File: src/rtl/str_vga_gen_param.sv
// Parametrised stream-VGA timing generator. Owns the H/V counters, decodes sync and
// active-video from them, and emits one registered strVGA word per enabled pixel clock,
// together with line/frame start strobes and a completed-frame counter.
module str_vga_gen_param #(
  parameter int unsigned H_ACTIVE = 640,
  parameter int unsigned H_FP     = 16,
  parameter int unsigned H_SYNC   = 96,
  parameter int unsigned H_BP     = 48,
  parameter int unsigned V_ACTIVE = 480,
  parameter int unsigned V_FP     = 10,
  parameter int unsigned V_SYNC   = 2,
  parameter int unsigned V_BP     = 33,
  parameter bit          H_POL    = 1'b0,
  parameter bit          V_POL    = 1'b0,
  parameter int unsigned XW       = 10,
  parameter int unsigned YW       = 10,
  parameter int unsigned FW       = 8
) (
  input  logic                px_clk,
  input  logic                reset,
  input  logic                px_en,
  output logic [XW+YW+2:0]    strVGA,
  output logic                line_start,
  output logic                frame_start,
  output logic [FW-1:0]       frame_cnt
);

  localparam int unsigned HTotal   = H_ACTIVE + H_FP + H_SYNC + H_BP;
  localparam int unsigned VTotal   = V_ACTIVE + V_FP + V_SYNC + V_BP;
  localparam int unsigned HSyncBeg = H_ACTIVE + H_FP;
  localparam int unsigned HSyncEnd = H_ACTIVE + H_FP + H_SYNC;
  localparam int unsigned VSyncBeg = V_ACTIVE + V_FP;
  localparam int unsigned VSyncEnd = V_ACTIVE + V_FP + V_SYNC;
  localparam int unsigned WordW    = XW + YW + 3;

  localparam logic [XW-1:0] HLast = XW'(HTotal - 1);
  localparam logic [YW-1:0] VLast = YW'(VTotal - 1);

  // Word seen during and straight after reset: origin coordinates, blanked, syncs idle.
  localparam logic [WordW-1:0] WordRst = {1'b0, ~V_POL, ~H_POL, {YW{1'b0}}, {XW{1'b0}}};

  logic [XW-1:0]    hc_q, hc_d;
  logic [YW-1:0]    vc_q, vc_d;
  logic [FW-1:0]    fcnt_q, fcnt_d;
  logic [WordW-1:0] word_q, word_d;
  logic             line_q, line_d;
  logic             frame_q, frame_d;

  logic h_last, v_last;
  logic act, hs, vs;

  // Decode of the current (pre-increment) counter state.
  always_comb begin
    h_last = (hc_q == HLast);
    v_last = (vc_q == VLast);
    act    = (32'(hc_q) < H_ACTIVE) && (32'(vc_q) < V_ACTIVE);
    hs     = ((32'(hc_q) >= HSyncBeg) && (32'(hc_q) < HSyncEnd)) ? H_POL : ~H_POL;
    vs     = ((32'(vc_q) >= VSyncBeg) && (32'(vc_q) < VSyncEnd)) ? V_POL : ~V_POL;
  end

  // Next state: everything holds unless px_en; strobes self-clear so they never repeat.
  always_comb begin
    hc_d    = hc_q;
    vc_d    = vc_q;
    fcnt_d  = fcnt_q;
    word_d  = word_q;
    line_d  = 1'b0;
    frame_d = 1'b0;
    if (px_en) begin
      if (h_last) begin
        hc_d = '0;
        if (v_last) begin
          vc_d   = '0;
          fcnt_d = fcnt_q + 1'b1;
        end else begin
          vc_d = vc_q + 1'b1;
        end
      end else begin
        hc_d = hc_q + 1'b1;
      end
      word_d  = {act, vs, hs, vc_q, hc_q};
      line_d  = (hc_q == '0);
      frame_d = (hc_q == '0) && (vc_q == '0);
    end
  end

  // State and output registers; reset overrides px_en.
  always_ff @(posedge px_clk) begin
    if (reset) begin
      hc_q    <= '0;
      vc_q    <= '0;
      fcnt_q  <= '0;
      word_q  <= WordRst;
      line_q  <= 1'b0;
      frame_q <= 1'b0;
    end else begin
      hc_q    <= hc_d;
      vc_q    <= vc_d;
      fcnt_q  <= fcnt_d;
      word_q  <= word_d;
      line_q  <= line_d;
      frame_q <= frame_d;
    end
  end

  assign strVGA      = word_q;
  assign line_start  = line_q;
  assign frame_start = frame_q;
  assign frame_cnt   = fcnt_q;

endmodule
File: config.mk
export PLATFORM = sky130hd
export DESIGN_NAME = str_vga_gen_param
export DESIGN_NICKNAME = d
export VERILOG_FILES = /design/src/rtl/str_vga_gen_param.sv
export SDC_FILE = /design/constraint.sdc
export NUM_CORES = 1
export LEC_CHECK = 0
export CORE_ASPECT_RATIO = 0.75
export CORE_MARGIN = 3
export CORE_UTILIZATION = 48
export DETAILED_ROUTE_END_ITERATION = 8
export PLACE_DENSITY = 0.76
export RECOVER_POWER = 100
export SYNTH_ARGS = -nofsm -noshare
export SYNTH_HDL_FRONTEND = slang
export SYNTH_SLANG_ARGS = --single-unit
File: constraint.sdc
create_clock -name px_clk -period 2 [get_ports px_clk]
set_clock_uncertainty 0.05 [all_clocks]
set_input_delay 0.2 -clock px_clk [delete_from_list [all_inputs] [get_ports px_clk]]
set_output_delay 0.2 -clock px_clk [all_outputs]
set_load 0.01 [all_outputs]
Word-level counts from Yosys, hierarchy flattened:

Index checks and enable logic that the tools add are counted.

* input bits: 3
* logic and storage cells: 31
* bits in registers: 53
* output and inout bits: 33

* equality and inequality tests: 2
* add/subtract/negate cells: 3
* bitwise operators: 1
* mux-type cells: 4
* reductions and logical operators: 9
* magnitude comparators: 6

Operators with widths (number)
* $add A10 B1 Y10 const B: 2
* $eq A10 B10 Y1 const B: 2
* $logic_not A10 Y1: 2
* $lt A10 B10 Y1 const B: 2
* $lt A10 B9 Y1 const B: 2
* $mux W10: 2
* $ge A10 B10 Y1 const B: 1
* $ge A10 B9 Y1 const B: 1
* $add A8 B1 Y8 const B: 1
* $logic_and A1 B1 Y1: 4
* $reduce_and A3 Y1: 1
* $mux W1: 2
* $reduce_and A2 Y1: 1
* $reduce_or A2 Y1: 1
* $not A1 Y1: 1

Logic depth before layout (Yosys ltp):

* depth after elaboration: 3
* depth in mapped cells: 7
* gate-level depth less buffers: 6

Least setup slack after synthesis:

OpenSTA, ideal clock, no wires.

* path type: register to register
* start: register hc_q[0]
* end: register vc_q[7]
* library setup time: 71 ps
* clock period less this slack: 1977 ps
* path buffers: 0
* path slack: 23 ps
* arrival: 1855 ps
* stages on the path, launching flop included: 6
* cells stage by stage: dfxtp_1 -> ha_1 -> nand3_2 -> or4_4 -> or4_1 -> a21oi_1

* cells in the longest elaborated chain, start to end: 2

Ends and longest elaborated chain
* start: declaration: line 42 `logic [XW-1:0] hc_q, hc_d;`
* start signal: assignment: line 90 `hc_q <= '0;`
* start signal: assignment: line 97 `hc_q <= hc_d;`
* $eq A10 B10 Y1: line 54 `h_last = (hc_q == HLast);`
* $reduce_and A2 Y1 (no source line)
* end signal: assignment: line 98 `vc_q <= vc_d;`
* end: declaration: line 43 `logic [YW-1:0] vc_q, vc_d;`

No other way between the ends.
A chain may end at the register's enable or synchronous reset.

Final worst setup path:

* start: register hc_q[8]
* end: register vc_q[7]

The elaborated chain is that of the path after synthesis.

==> summary.txt <==
Setup path
  – CP required: 2.20 ns
  – Cells on worst reg2reg path: 4
  – Setup CP Type: register to register
  – Critical path capture point type: register
  – CP Launch Type: register
  – Worst Path Max Fanout: 5
  – CP arrival: 2.13 ns

GRT
  – Total Routing Usage GR: 0.2052
  – Met2 GRT Util: 0.3015
  – M3 GR Usage: 0.04574
  – GR Util met1: 0.2960
  – First-pass GRT wire length: 9328 µm
  – Grt total ovfl: 0
  – Pin count of the biggest net entering global routing: 45
  – Vias in the first global route: 2009
  – GRT Max-Usage Layer: met2
  – Antenna violations before repair: 0

Yosys
  – Main combinational cell family by area after synthesis: simple AND/OR/NAND/NOR gates
  – Net Count, Synth: 270
  – Register area share after synthesis: 0.4532
  – Gate Count Post-Synth: 262
  – Post-synthesis xor/xnor area fraction: 0.03367
  – Post-Synth Adder-Cell Area: 0.02672
  – Post-Synth Simple-Gate Area: 0.2662
  – Synth Area per Inst: 8.935 µm²
  – Compound-Gate Fraction of Synth Area: 0.09353
  – Warning count from the yosys run: 0
  – Post-synthesis mux area share: 0.08552
  – Number of synthesized register bits: 53
  – Cell Area, Synth: 2341 µm²
  – Yosys cell types: 35

Detailed routing
  – Pre-antenna DRT Iters: 4
  – Routed WL per cell: 15.13 µm
  – Vias per inst: 5.683
  – Drt drc: 0
  – Iteration-0 DRC count of the detailed router: 137
  – Final ANT Viol Nets: 0
  – Routed WL: 5736 µm
  – Vias: 2154

Floorplan
  – Starting density of the core: 0.5120
  – Die extent in y: 66.48 µm
  – Core Area: 4572 µm²
  – Die ar.: 5760 µm²
  – Die width: 86.64 µm
  – Row Count: 21
  – Ports: 36

Clock network
  – Sink Count: 53
  – CTS Hold Buffers Added: 0
  – Clock slew at reported path FFs: 0.09 ns
  – CTS tree: built
  – # H-tree levels: 2
  – Root Driver: clkbuf_8
  – Bufs on Longest Clock Path: 2
  – Worst-Skew Late Latency: 0.30 ns
  – Inserted Clock Buffers: 5

Cells and area
  – Number of fill cells: 374
  – Commonest non-fill, non-tap cell in the layout: dfxtp_1
  – Commonest cells after routing, fill and taps aside: 49 x dfxtp_1, 33 x dlygate4sd3_1, 31 x buf_4, 26 x nor2_1, 20 x mux2i_1
  – Finished Core Util: 0.6831
  – Area delta synth->final: 33.40%
  – Share of cells above drive strength 1: 0.1801
  – Antenna cells: 0
  – Layout net count: 329

Place
  – DP Wirelength: 3868 µm
  – I/O Buffers: 35
  – GP Congestion: 0.9115

Timing
  – Slew Viols, Final: 0
  – Min cycle time layout: 1.938 ns
  – Final Cycle Share: 0.9692
  – Endpoints failing hold: 0
  – Setup TNS Final: 0 ns
  – Final setup viols: 0
  – Worst slew pin tran: 0.4377 ns
  – Max Fclk: 515.9 MHz
  – Max_slew headroom: 0.7082

Run
  – Max-cap violations: 0

Power
  – Max VDD drop: 0.5053 mV
  – Static Leak: 1.239 nW
  – Power Dens Cells: 554.8 nW/µm²
  – Register share of total power: 0.617
  – Switch share: 0.2178
  – Internal power: 1.355 mW
  – Part of the power in combinational logic: 0.053
  – Sw Pwr: 0.3774 mW
  – Clock power frac: 0.330

Hold path
  – Worst min path class: register to register
  – Hold path depth: 2

Status
  – Status: finished, final reports clean
## through the flow
stage | power, mW | cell area (µm²) | hold WS [ns] | setup WS [ns] | instances
after global placement | 1.184 | 2914 | 0.4069 | -0.1671 | 367
after global routing | 1.797 | 3123 | 0.4562 | -0.02237 | 379
after detailed placement | 1.185 | 2914 | 0.4189 | -0.2185 | 367
final | 1.733 | 3123 | 0.4318 | 0.06153 | 379
after CTS | 1.749 | 3025 | 0.4362 | 0.007110 | 377
after floorplan | 1.146 | 2341 | 0.4335 | 0.02341 | 262
## synthesized netlist by cell type (all sizes together)
master / number / share of area
nand3: 14 / 0.032
ha: 5 / 0.027
mux2i: 20 / 0.086
clkbuf: 10 / 0.016
nand4bb: 1 / 0.0048
xnor2: 4 / 0.015
o31ai: 7 / 0.022
a21oi: 21 / 0.045
or4: 10 / 0.034
nor4bb: 2 / 0.0086
nor2: 26 / 0.042
and3: 6 / 0.016
o21bai: 1 / 0.0032
o21ai: 9 / 0.019
nand4b: 1 / 0.0037
buf: 7 / 0.015
nand2: 16 / 0.026
nor4: 6 / 0.019
nand2b: 4 / 0.011
nor2b: 1 / 0.0027
inv: 6 / 0.0096
dfxtp: 53 / 0.45
or2: 2 / 0.0053
and4b: 1 / 0.0043
or3: 8 / 0.021
nor4b: 1 / 0.0037
nand4: 6 / 0.016
xor2: 5 / 0.019
nor3: 8 / 0.017
o32ai: 1 / 0.0037
## path summary, 6_finish.rpt
path	from	to	slack, ns
max	hc_q[8]	vc_q[7]	0.06
min	strVGA[22]	strVGA[22]	0.43
max reg2reg	hc_q[8]	vc_q[7]	0.06
min reg2reg	strVGA[22]	strVGA[22]	0.43
## area by class of cell
type	instances	area, µm²	share of cell area
tap	57	71.32	0.02284
sequential	53	1066	0.3413
clock buffer	8	80.08	0.02564
inverter	6	22.52	0.007212
timing repair buffer	68	594.3	0.1903
multi-input combinational	187	1289	0.4127
## kinds of logic after synthesis
| group | Yosys count |
|---|---|
| AOI/OAI and AO/OA | 39 |
| xor gates and xnor gates | 9 |
| adders and majority gates | 5 |
| buffers and inverters | 23 |
| DFF | 53 |
| muxes | 20 |
| and+or+nand+nor | 113 |
## flip-flops by register name, indices dropped and copies added (netlist names)
name         count
frame_start      1
strVGA          23
frame_cnt        8
vc_q            10
hc_q            10
line_start       1
## metal layers
layer	vias to the layer above	part of all wire
met3	6	0.066
met4	0	0.011
li1	1065	-
met2	84	0.44
met5	-	0
met1	999	0.49
## power groups by stage
stage / Sequential (mW) / Clock, mW / Combinational [mW]
floorplan: 1.10 / 0 / 0.0505
detailed placement: 1.09 / 0 / 0.0937
global placement: 1.09 / 0 / 0.0928
global route: 1.07 / 0.626 / 0.101
CTS: 1.07 / 0.585 / 0.0942
finish: 1.07 / 0.571 / 0.0924
## worst max-delay path, stage by stage, from the launching register on
cell and delay, ns:
dfxtp_1 0.44, nand4bb_4 0.16, or4_4 0.55, or4_4 0.54, a21oi_2 0.14
## repair_timing
action,in CTS,in global routing
endpoints found under the setup margin,7,13
gates resized for setup,4,17
cloned,1,0
hold endpoints to repair,0,0
pin swaps,2,1
buffers inserted,1,2
No activity file was read; power rests on OpenSTA's default activity.
==> patch 1: new RTL, same flow settings <==
The parameter `FW` goes from 8 to 4.
--- a/src/rtl/str_vga_gen_param.sv
+++ b/src/rtl/str_vga_gen_param.sv
@@ -16,3 +16,3 @@
   parameter int unsigned YW       = 10,
-  parameter int unsigned FW       = 8
+  parameter int unsigned FW       = 4
 ) (
Interface: changed (resized frame_cnt); port bits go from 36 to 32. No check against the original RTL was run, so the function may have changed too.
==> patch 1 against the original RTL <==
Power fell by 2.1%; via count fell by 15%; sequential cell count fell by 4; setup slack improved by 59 ps; worst hold slack improved by 4.7 ps; final area fell by 12%; wire length fell by 18%; area after synthesis fell by 6.4%; synthesized cell count fell by 8.0%; combinational power fell by 5.8%; global-route usage fell by 2.1 points; critical endpoint is now vc_q[8]; largest power group unchanged.
==> patch 1: results (changes against the original RTL) <==
dpl-instance-area_sq_mm: 0.002645  # was 0.002914 sq mm
synth_xor_area_share_pct: 4.797  # was 3.367%
ir_drop_mv: 0.3895  # was 0.5053 mV
viasPerCell: 5.438  # was 5.683
synth.yosys.seq_area_share_pct: 44.77  # was 45.32%
grt_pass1_vias: 1731  # was 2009
critPathArrivalTime_ps: 2070  # was 2130 ps
synth-async-reset-ratio_pct: 0  # unchanged
crit_path_top_delay_cell: "or4_1"  # was or4_4
synth_compound_area_share_pct: 6.225  # was 9.353%
ys_warn_count: 0  # unchanged
dp_hpwl_um: 3382  # was 3868 um
drt_iter0_markers: 131  # was 137
synthTopCellsByCount: "49 x dfxtp_1, 34 x nor2_1, 21 x mux2i_1, 13 x a21oi_1, 13 x clkbuf_1"  # was 53 x dfxtp_1, 26 x nor2_1, 21 x a21oi_1, 20 x mux2i_1, 16 x nand2_1
leakage_uw: 0.001112  # was 0.001239 uW
synth_mux_area_share_pct: 9.595  # was 8.552%
cts_buffers: 5  # unchanged
relSlewSlack_pct: 71.05  # was 70.82%
port_buffers: 31  # was 35
cts_max_level: 2  # unchanged
cts_setup_buffers: 0  # was 1
crit_fanout: 6  # was 5
fill_cells: 367  # was 374
clkTransAtPathRegs_ps: 90  # about the same
dp_slack_ps: -37.65  # was -218.5 ps
chipWidth_um: 84.01  # was 86.64 um
grt_max_degree: 34  # was 45
yosys.area_share.adder_pct: 2.856  # was 2.672%
cts_resized: 0  # was 4
first_pass_iters: 4  # unchanged
wire_per_inst_um: 13.87  # was 15.13 um
syn_nets: 249  # was 270
antenna_found_initial: 0  # unchanged
yosys-top-cells-area: "dfxtp_1 45%, mux2i_1 9.6%, nor2_1 5.8%"  # was dfxtp_1 45%, mux2i_1 8.6%, a21oi_1 4.5%
status: "finished clean"  # unchanged
grt_pass1_wl_um: 8197  # was 9328 um
drive_gt1_share_pct: 12.72  # was 18.01%
gp_congestion: 0.7908  # was 0.9115
drc: 0  # unchanged
r2r_cells: 5  # was 4
grtUsageTotal_pct: 18.40  # was 20.52%
synth_cell_types: 38  # was 35
critPathMaxStageDelay_ps: 510  # was 550 ps
fin_nets: 290  # was 329
-- patch 1: changes by cell type after synthesis, sizes merged, moves of 4 or more --
cell    unedited run  this run
o21ai              9         3
dfxtp             53        49
nand2             16         8
o31ai              7         3
or4               10         3
a21oi             21        13
or3                8         3
nor2              26        34
clkbuf            10        14
-- patch 1: critical path: cells and delay by family, from the launching register on --
kind	cells	cell delay, ps
compound gates	1	140
fa+ha+maj	1	200
flops	1	340
simple gates	3	1080
-- patch 1: cell type report --
class                   instances  area, sq um  area share [%]
multi-input cells             165         1096           39.98
flip-flops and latches         49        980.9           35.78
repair buffers                 53        464.2           16.93
clock buffers                   7        96.34           3.514
well taps                      55        68.82           2.510
inverters                       8        30.03           1.095
clock inverters                 1        5.005          0.1826
-- patch 1: path summary, 6_finish.rpt --
check / startpoint / endpoint / slack [ps]
setup / recovery: hc_q[0] / vc_q[8] / 120
hold / removal: strVGA[22] / strVGA[22] / 440
setup reg to reg: hc_q[0] / vc_q[8] / 120
hold reg to reg: strVGA[22] / strVGA[22] / 440
-- patch 1: routing by layer --
metal	routed length (um)	up-vias	GRT usage, %
li1	-	919	-
met1	2475	852	26.44
met2	1882	58	26.79
met3	239	9	4.066
met4	90	0	7.028
met5	0	-	0
-- patch 1: kinds of logic after synthesis --
logic type               after synthesis
AND/OR/NAND/NOR                      104
adder cells (fa/ha/maj)                5
XOR/XNOR                              12
AO/OA/AOI/OAI                         23
multiplexers                          21
flip-flops                            49
buffers and inverters                 27
-- patch 1: per-stage QoR --
stage	util, %	std cells	total power, uW
detailed placement	62.54	330	1100
finish	64.82	338	1696
CTS	64.94	338	1721
floorplan	-	241	1065
global placement	62.54	330	1099
global route	64.82	338	1771
-- patch 1: report_power, final --
group / switching (uW) / internal, uW / total, uW
sequential: 3.58 / 983 / 987
combinational: 48.3 / 38.7 / 87.0
clock: 309 / 313 / 622
==> patch 2: new RTL, same settings <==
Without the edit above. Put one more register stage on the output `strVGA`, without a reset. The value now appears one clock later. The other outputs are not delayed to match. Comments in the files are not updated.
--- a/src/rtl/str_vga_gen_param.sv
+++ b/src/rtl/str_vga_gen_param.sv
@@ -105,3 +105,5 @@
 
-  assign strVGA      = word_q;
+  always_ff @(posedge px_clk) begin
+    strVGA <= word_q;
+  end
   assign line_start  = line_q;
Behaviour: not the same (Yosys sat finds a counterexample within 4 cycles, from zero or initial values and one cycle with reset high).
==> patch 2 against the original RTL <==
Non-clock buffer count decreased by 7; wire length increased by 0.51%; fmax decreased by 2.6%; sequential cell count increased by 23; final area increased by 15%; worst hold slack got worse by 130 ps; count of clock-buffer cells in the layout increased by 1; setup slack got worse by 52 ps; clock power increased by 96%; critical path depth increased by 1; die area increased by 18%; via count increased by 2.7%; area after synthesis increased by 20%; power increased by 58%.
==> patch 2: results (changes against the original RTL) <==
status: "finished clean"  # unchanged
syn_nets: 287  # was 270
relSlewSlack_pct: 70.04  # was 70.82%
clkTransAtPathRegs_ps: 70  # was 90 ps
cp-endpoint: "frame_cnt[6]"  # was vc_q[7]
insertion_delay_ps: 350  # was 300 ps
clkCellAreaFrac_pct: 5.278  # was 2.564%
met1_usage_pct: 25.65  # was 29.60%
crit_path_top_delay_cell: "or4_1"  # was or4_4
synthCells: 279  # was 262
instances_no_fill: 415  # was 379
largest_class: "sequential cells"  # was multi-input gates
r2r_cells: 5  # was 4
nMultiInputCombCells: 181  # was 187
nNonClkBuffers: 61  # was 68
hold_ws_ps: 303.0  # was 431.8 ps
r2r_slack_ps: 10  # was 60 ps
wl_met2_um: 2426  # was 2499 um
dp_cells: 399  # was 367
dp_slack_ps: -161.3  # was -218.5 ps
cts_setup_buffers: 0  # was 1
grt_pass1_wl_um: 9722  # was 9328 um
grtUsageTotal_pct: 18.43  # was 20.52%
worst_slack_ps: 9.914  # was 61.53 ps
cts_resized: 1  # was 4
viasPerCell: 5.330  # was 5.683
dp_hpwl_um: 3754  # was 3868 um
grt_max_degree: 44  # was 45
crit_fanout: 11  # was 5
fill_cells: 446  # was 374
drive_gt1_share_pct: 15.88  # was 18.01%
synth.yosys.seq_area_share_pct: 54.26  # was 45.32%
leakage_uw: 0.001441  # was 0.001239 uW
seq-cell-share_pct: 42.57  # was 34.13%
grt_pass1_vias: 1988  # was 2009
multi_input_area_share_pct: 33.76  # was 41.27%
min_from: "word_q[12]"  # was strVGA[22]
yosys-top-cells-area: "dfxtp_1 54%, mux2i_1 7.1%, nor2_1 3.7%"  # was dfxtp_1 45%, mux2i_1 8.6%, a21oi_1 4.5%
wl_met3_um: 315  # was 380 um
seq_cells: 76  # was 53
critPathArrivalTime_ps: 2220  # was 2130 ps
hold_end: "strVGA[12]"  # was strVGA[22]
use_met2_pct: 25.94  # was 30.15%
first_pass_iters: 6  # was 4
drt-met1-wl_um: 2947  # was 2791 um
-- patch 2: cell types whose count changed in the layout (fill, tap and decap cells not counted), moves of 4 or more --
cell,change
dfxtp_1,+25
buf_4,-8
clkdlybuf4s50_1,+6
dlygate4sd3_1,-6
clkbuf_8,+4
-- patch 2: worst max-delay path, delay by kind of cell (launching register included) --
family,cells,cell delay (ps)
adders and majority gates,1,160
and+or+nand+nor,3,1200
AOI/OAI and AO/OA,1,160
DFF,1,360
-- patch 2: power by group --
part | switching [uW] | internal (uW)
clock network | 552 | 570
logic | 50.2 | 40.9
registers | 5.47 | 1520
-- patch 2: cell families after synthesis --
family / after synthesis / synth area share [%]
DFF: 76 / 54.26
AOI/OAI and AO/OA: 37 / 8.032
buffers and inverters: 23 / 3.748
adders and majority gates: 5 / 2.231
muxes: 20 / 7.140
and+or+nand+nor: 107 / 21.15
xor gates and xnor gates: 11 / 3.436
